[src/rtl/rr_merge_arb_if.sv]
// rr_merge_arb_if: requester-side and output-side handshake bundle of rr_merge_arb.
// The v_last field exists only when RR_MERGE_ARB_LOCK_EN is defined.
interface rr_merge_arb_if #(
    parameter int WIDTH     = 4,
    parameter int DATAWIDTH = 32,
    parameter int IDW       = $clog2(WIDTH)
);
    logic [WIDTH-1:0]     v_vld;
    logic [DATAWIDTH-1:0] v_pld [WIDTH];
`ifdef RR_MERGE_ARB_LOCK_EN
    logic [WIDTH-1:0]     v_last;
`endif
    logic [WIDTH-1:0]     v_rdy;
    logic                 vld;
    logic [DATAWIDTH-1:0] pld;
    logic [IDW-1:0]       id;
    logic                 rdy;
`ifdef RR_MERGE_ARB_LOCK_EN
    modport slave (input v_vld, v_pld, v_last, rdy, output v_rdy, vld, pld, id);
    modport master (output v_vld, v_pld, v_last, rdy, input v_rdy, vld, pld, id);
`else
    modport slave (input v_vld, v_pld, rdy, output v_rdy, vld, pld, id);
    modport master (output v_vld, v_pld, rdy, input v_rdy, vld, pld, id);
`endif
endinterface

[src/rtl/rr_merge_arb.sv]
// rr_merge_arb: round-robin arbiter merging WIDTH vld/pld/rdy requesters into one registered output channel.
// Defining RR_MERGE_ARB_LOCK_EN holds the grant on one requester until its v_last beat.
module rr_merge_arb #(
    parameter int WIDTH     = 4,
    parameter int DATAWIDTH = 32,
    parameter int IDW       = $clog2(WIDTH)
) (
    input logic           clk,
    input logic           rst,
    rr_merge_arb_if.slave bus
);
    logic [IDW-1:0]       ptr;
    logic [IDW-1:0]       g;
    logic [IDW-1:0]       c;
    logic [IDW-1:0]       g_nxt;
    logic                 hit;
    logic                 pipe_rdy;
    logic                 xfer;
    logic                 vld_q;
    logic [DATAWIDTH-1:0] pld_q;
    logic [IDW-1:0]       id_q;
`ifdef RR_MERGE_ARB_LOCK_EN
    logic                 lock;
    logic [IDW-1:0]       lock_id;
`endif

    assign pipe_rdy  = !vld_q || bus.rdy;
    assign xfer      = hit && pipe_rdy;
    assign g_nxt     = (int'(g) == WIDTH - 1) ? '0 : g + 1'b1;
    assign bus.v_rdy = (hit && pipe_rdy && !rst) ? WIDTH'(1) << g : '0;
    assign bus.vld   = vld_q;
    assign bus.pld   = pld_q;
    assign bus.id    = id_q;

    // grant the first valid requester at or after ptr; scanning backwards lets the nearest one win
    always_comb begin
        g   = ptr;
        c   = '0;
        hit = 1'b0;
        for (int k = WIDTH - 1; k >= 0; k--) begin
            c = IDW'((int'(ptr) + k) % WIDTH);
            if (bus.v_vld[c]) begin
                g   = c;
                hit = 1'b1;
            end
        end
`ifdef RR_MERGE_ARB_LOCK_EN
        if (lock) begin
            g   = lock_id;
            hit = bus.v_vld[lock_id];
        end
`endif
    end

    // output register, rotating pointer and packet lock; drain only when nothing refills
    always_ff @(posedge clk or posedge rst) begin
        if (rst) begin
            vld_q   <= 1'b0;
            pld_q   <= '0;
            id_q    <= '0;
            ptr     <= '0;
`ifdef RR_MERGE_ARB_LOCK_EN
            lock    <= 1'b0;
            lock_id <= '0;
`endif
        end else if (xfer) begin
            vld_q   <= 1'b1;
            pld_q   <= bus.v_pld[g];
            id_q    <= g;
`ifdef RR_MERGE_ARB_LOCK_EN
            lock    <= !bus.v_last[g];
            lock_id <= g;
            if (bus.v_last[g]) ptr <= g_nxt;
`else
            ptr     <= g_nxt;
`endif
        end else if (bus.rdy) begin
            vld_q   <= 1'b0;
        end
    end
endmodule

[src/flat_wrapper.sv]
// flat-port wrapper written by rule: the top's interface ports become plain ports
module rr_merge_arb_flat 
#(
    parameter int WIDTH     = 4,
    parameter int DATAWIDTH = 32,
    parameter int IDW       = $clog2(WIDTH)
)
  (clk, rst, bus_v_vld, bus_v_pld, bus_rdy, bus_v_rdy, bus_vld, bus_pld, bus_id);
  rr_merge_arb_if #(.WIDTH(WIDTH), .DATAWIDTH(DATAWIDTH), .IDW(IDW)) bus_i ();
  input logic clk;
  input logic rst;
  input wire logic [$bits(bus_i.v_vld)-1:0] bus_v_vld;
  input wire logic [$bits(bus_i.v_pld)-1:0] bus_v_pld;
  input wire logic [$bits(bus_i.rdy)-1:0] bus_rdy;
  output wire logic [$bits(bus_i.v_rdy)-1:0] bus_v_rdy;
  output wire logic [$bits(bus_i.vld)-1:0] bus_vld;
  output wire logic [$bits(bus_i.pld)-1:0] bus_pld;
  output wire logic [$bits(bus_i.id)-1:0] bus_id;
  assign bus_i.v_vld = bus_v_vld;
  assign bus_i.v_pld = {>>{bus_v_pld}};
  assign bus_i.rdy = bus_rdy;
  assign bus_v_rdy = bus_i.v_rdy;
  assign bus_vld = bus_i.vld;
  assign bus_pld = bus_i.pld;
  assign bus_id = bus_i.id;
  rr_merge_arb #(.WIDTH(WIDTH), .DATAWIDTH(DATAWIDTH), .IDW(IDW)) u_core (.clk(clk), .rst(rst), .bus(bus_i));
endmodule
[config.mk]
export PLATFORM = sky130hd
export DESIGN_NAME = rr_merge_arb_flat
export DESIGN_NICKNAME = d
export VERILOG_FILES = /design/src/rtl/rr_merge_arb_if.sv /design/src/rtl/rr_merge_arb.sv /design/src/flat_wrapper.sv
export SDC_FILE = /design/constraint.sdc
export NUM_CORES = 1
export LEC_CHECK = 0
export CAP_MARGIN = 20
export CORE_MARGIN = 4
export CORE_UTILIZATION = 35
export CTS_CLUSTER_DIAMETER = 200
export DETAILED_ROUTE_END_ITERATION = 10
export PLACE_DENSITY_LB_ADDON = 0.3
export SLEW_MARGIN = 20
export SYNTH_ARGS = -nofsm -noshare
export SYNTH_HDL_FRONTEND = slang
export SYNTH_SLANG_ARGS = --single-unit
export TNS_END_PERCENT = 30
[constraint.sdc]
create_clock -name clk -period 2.47 [get_ports clk]
set_input_delay 0.494 -clock clk [delete_from_list [all_inputs] [get_ports clk]]
set_output_delay 0.494 -clock clk [all_outputs]
set_load 0.005 [all_outputs]
# == Yosys cells after proc, flatten, opt, wreduce, memory -nomap -nowiden ==
# Cells that the tools add are included.
# word_totals
ff_bits,37
input_bits,135
out_inout_bits,39
word_cells,45
# op_classes
addsub,4
n_lt_le_gt_ge,5
n_eq_ne,1
shift,1
muxes,23
n_bitwise,1
n_reduce_logical,6
# ops
cell,count
32-bit binary-select mux with 2-bit select,1
32-bit two-way mux,2
2-bit by 3-bit < comparator with 1-bit output (second input constant),4
1-bit two-way mux,10
2-bit two-way mux,5
1-bit binary-select mux with 2-bit select,4
2-bit by 1-bit adder with 2-bit output (second input constant),2
2-bit adder (second input constant),2
4-bit two-way mux,1
1-bit by 2-bit left shift with 4-bit output (first input constant),1
3-bit >= comparator (second input constant),1
2-bit NOT with 3-bit output,1
2-bit by 1-bit equality test with 1-bit output (second input constant),1
1-bit logical AND,2
1-bit zero test,2
2-bit nonzero test,1
1-bit logical OR,1

# == Logic depth before layout (Yosys ltp) ==
# logic_depth
word_depth,11
ltp_mapped,9
mapped_depth_nobuf,7

# == Worst setup path after synthesis ==
# No wires, ideal clock.
# synth_timing
path_type,input port to output port
startpoint,input bus_v_vld[2]
endpoint,output bus_v_rdy[3]
arrival_time_ns,1.859
t_required_ns,1.976
path_slack_ns,0.117
cell_stages,8
path_buffers,2
cell_sequence,nor2b_1 -> o21a_1 -> or3_4 -> buf_8 -> inv_8 -> buf_12 -> ha_1 -> and3_1
# synth_via
elab_chain_len,9
elab_cells_between_ends,20
cone_classes,1 x shift; 17 x mux; 2 x reduce/logical
# synth_lines
item,line,source
"start, declared",flat_wrapper.sv:12,input wire logic [$bits(bus_i.v_vld)-1:0] bus_v_vld;
1-bit binary-select mux with 2-bit select,rr_merge_arb.sv:42,if (bus.v_vld[c]) begin
1-bit two-way mux (not written as such),rr_merge_arb.sv:42,
1-bit two-way mux (4 in series),rr_merge_arb.sv:42,
1-bit logical AND (2 in series),rr_merge_arb.sv:30,assign bus.v_rdy = (hit && pipe_rdy && !rst) ? WIDTH'(1) << g : '0;
4-bit two-way mux (*),rr_merge_arb.sv:30,
"end, declared",flat_wrapper.sv:15,output wire logic [$bits(bus_i.v_rdy)-1:0] bus_v_rdy;
# Mark *: on every way between the ends. The rest lies on a longest branch, timed or not. The select of a mux whose other input is x is not followed.

# == Final worst setup path ==
# Ends and elaborated chain as after synthesis.

==> impl_metrics.py <==
metrics = {
    "global_route": {
        "grt_pass1_wl_um": 16590,
        "grt.total_usage_pct": 20.62,
        "grt_pass1_vias": 3335,
        "grt_max_degree": 38,
        "grt_antenna_before_repair": 0,
        "overflow": 0,
    },
    "clocking": {
        "clockBufferDepth": 2,
        "numCtsBuffers": 5,
        "cts_sinks": 37,
        "insertion_delay_ps": 290,
        "cts_root_buf": "clkbuf_8",
        "cts_max_level": 2,
        "path_clk_slew_ps": 70,
        "tritoncts": "yes",
        "cts_hold_buf": 0,
    },
    "yosys": {
        "synth_area_um2": 3029,
        "netlist_instances": 265,
        "yosys.area.top_type_share_pct": 30.57,
        "ys_seq_area_share_pct": 30.57,
        "synth_top_flop_cell": "dfrtp_1",
        "syn_nets": 401,
        "synth_cell_types": 37,
        "yosys.area.top_type": "dfrtp_1",
        "synth.area.top_cells": "dfrtp_1 (31%), a211oi_2 (11%), mux2i_1 (11%), o31a_1 (9.3%), a2111oi_2 (8.9%)",
        "synth.avg_cell_area_um2": 11.43,
        "synthTopCellsByCount": "dfrtp_1 (37), nor2_1 (33), mux2i_1 (32), o31a_1 (32), a211oi_2 (27)",
        "synth_warnings": 0,
        "synth_edf_count": 0,
        "async_flop_share_pct": 100.0,
        "ys_seq_elements": 37,
        "synth.most_common_cell": "dfrtp_1",
    },
    "worst_setup_path": {
        "startpoint_type": "primary input",
        "timing.reg2reg.setup_slack_ps": 130,
        "worst-path-buf-inv": 5,
        "critPathRequiredTime_ps": 1980,
        "worstPathCellList": "clkdlybuf4s15_1 > buf_4 > inv_2 > o32ai_4 > or3_4 > inv_8 > ha_2 > and3_1 > buf_2",
        "crit_family": "buffers and inverters",
        "worstPathArrival_ps": 1960,
        "rr_worst_depth": 7,
        "critPathCaptureType": "output pin",
        "rr_endpoint": "u_core.bus.pld[26]$_DFFE_PP0P_",
        "critical_path_class": "in -> out",
        "worstPathMaxFanout": 3,
        "r2r-start": "u_core.ptr[1]$_DFFE_PP0P_",
        "slowest_delay_ps": 440,
        "slowest_stage": "or3_4",
    },
    "run": {
        "drv_cap": 0,
    },
    "power": {
        "leakagePower_nw": 1.896,
        "switching_share_pct": 39.98,
        "intPower_mw": 2.623,
        "power_density_nw_per_um2": 856.9,
        "p_switching_mw": 1.747,
        "pwr-share-seq_pct": 24.7,
        "power_frac_comb_pct": 65.1,
        "peakVddDrop_mv": 0.5325,
        "clkPwrFrac_pct": 10.1,
    },
    "sta": {
        "finalCriticalPeriod_ps": 2455,
        "finalSetupTns_ps": 0,
        "max_freq_ghz": 0.4073,
        "rsz0062_at_grt": "true",
        "setup_violations": 0,
        "fin_skew_ps": 4.041,
        "max-slew-margin-rel_pct": 54.02,
        "drv_slew": 0,
        "hold_viol_final": 0,
        "whs_ps": 486.1,
        "worst_pin_slew_ps": 689.7,
        "post-route-period-util_pct": 99.41,
    },
    "floorplanning": {
        "die_h_um": 101.0,
        "rows": 33,
        "ios": 174,
        "die_area_um2": 10210,
        "core_area_um2": 8299,
        "start_util_pct": 36.50,
        "die-width_um": 101.0,
    },
    "placed_design": {
        "gp_congestion": 0.8022,
        "place_area_um2": 4974,
        "port_buffers": 173,
        "hpwl_um": 7899,
    },
    "drt": {
        "wl_per_cell_um": 19.66,
        "postRouteAntennaNets": 0,
        "vias": 3025,
        "drt-initial-drc-count": 162,
        "via_per_inst": 5.500,
        "drt_wl_total_um": 10820,
        "first_pass_iters": 4,
        "drc": 0,
    },
    "layout": {
        "drive_above_1_share_pct": 25.84,
        "syn2layout_area_growth_pct": 68.36,
        "fillers": 698,
        "stdcell_area_um2": 5100,
        "nNetsFinal": 581,
        "fin_util_pct": 61.45,
        "insertedDiodeCount": 0,
    },
    "hold_path": {
        "hold_class": "reg -> reg",
        "whs_path_depth": 1,
        "hold_path_end": "u_core.bus.id[1]$_DFFE_PP0P_",
        "min_from": "u_core.bus.id[1]$_DFFE_PP0P_",
    },
    "run_status": {
        "status": "finished clean",
    },
}
-- cell families (layout without fill, tap and decap cells) --
| kind of cell | count (synthesis) | count (layout) | synth area share [%] |
|---|---|---|---|
| AO/OA/AOI/OAI | 106 | 106 | 43.41 |
| AND/OR/NAND/NOR | 55 | 55 | 8.138 |
| flip-flops | 37 | 37 | 30.57 |
| buffers and inverters | 34 | 214 | 6.898 |
| multiplexers | 32 | 32 | 10.57 |
| adder cells (fa/ha/maj) | 1 | 1 | 0.4130 |
-- power groups by stage --
stage | clock network [mW] | registers, mW | logic [mW]
detailed placement | 0 | 1.08 | 2.83
global route | 0.482 | 1.12 | 3.04
CTS | 0.461 | 1.08 | 2.86
global placement | 0 | 1.08 | 2.78
finish | 0.443 | 1.08 | 2.85
floorplan | 0 | 1.09 | 1.61
-- per-stage QoR --
step / setup slack [ps] / std cells / total power [mW]
floorplan: 116.6 / 265 / 2.700
global placement: -654.5 / 541 / 3.854
detailed placement: -667.9 / 541 / 3.914
CTS: -65.34 / 550 / 4.402
global route: -44.03 / 550 / 4.643
finish: 14.66 / 550 / 4.370
-- cells in the final DEF, fill, tap and decap left out, types with 3 or more instances in the layout --
cell type        Yosys  final
a2111oi_4            9      9
o31a_1              32     32
a211oi_1             5      5
nor4_2               0      3
nand2_1              8      8
clkdlybuf4s50_1      0    165
buf_2                7      4
nor2_1              33     32
dfrtp_1             37     36
mux2i_1             32     32
clkbuf_8             0      7
buf_4                5     25
a2111oi_0            5      4
a211oi_2            27     27
a2111oi_2           18     18
-- worst reg2reg max path: stages, from the launching register on --
cell      delay, ps
dfrtp_2         450
and3b_2         240
o41ai_4         400
buf_4           210
clkbuf_8        320
and2_2          300
buf_12          190
a211oi_1         90
-- per-layer routing --
metal | global-route usage, % | wire, um | vias to the layer above
met5 | 0 | 0 | -
met4 | 6.237 | 186 | 0
met1 | 23.96 | 4293 | 1452
met3 | 4.221 | 769 | 16
li1 | - | - | 1422
met2 | 37.82 | 5566 | 135
-- how the worst max path moves through the flow --
| stage | cells after the start | end | from |
|---|---|---|---|
| floorplan | 8 | bus_v_rdy[3] | bus_v_vld[2] |
| global placement | 7 | bus_v_rdy[1] | bus_v_vld[3] |
| detailed placement | 7 | bus_v_rdy[1] | bus_v_vld[3] |
| CTS | 10 | u_core.bus.pld[26]$_DFFE_PP0P_ | bus_v_vld[3] |
| global route | 9 | bus_v_rdy[3] | bus_v_vld[2] |
| finish | 9 | bus_v_rdy[3] | bus_v_vld[2] |
-- what timing repair did --
item,4_1_cts,5_1_grt
endpoints found under the setup margin,37,37
resized for setup,29,12
buffers inserted,2,0
cloned,0,0
pin swaps,5,3
-- area by class of cell --
class                   count  area [um^2]  share of cell area, %
repair buffers            203         1964                  38.52
flip-flops and latches     37        927.1                  18.18
inverters                   4        22.52                 0.4416
clock buffers               7        86.33                  1.693
multi-input cells         194         1968                  38.59
well taps                 105        131.4                  2.576
-- state kept, by name, indices dropped and copies added, names as in the netlist --
register	cells
u_core.ptr	2
u_core.bus.pld	32
u_core.bus.id	2
u_core.bus.vld	1
Note: power is estimated with default switching activity, not from simulation.
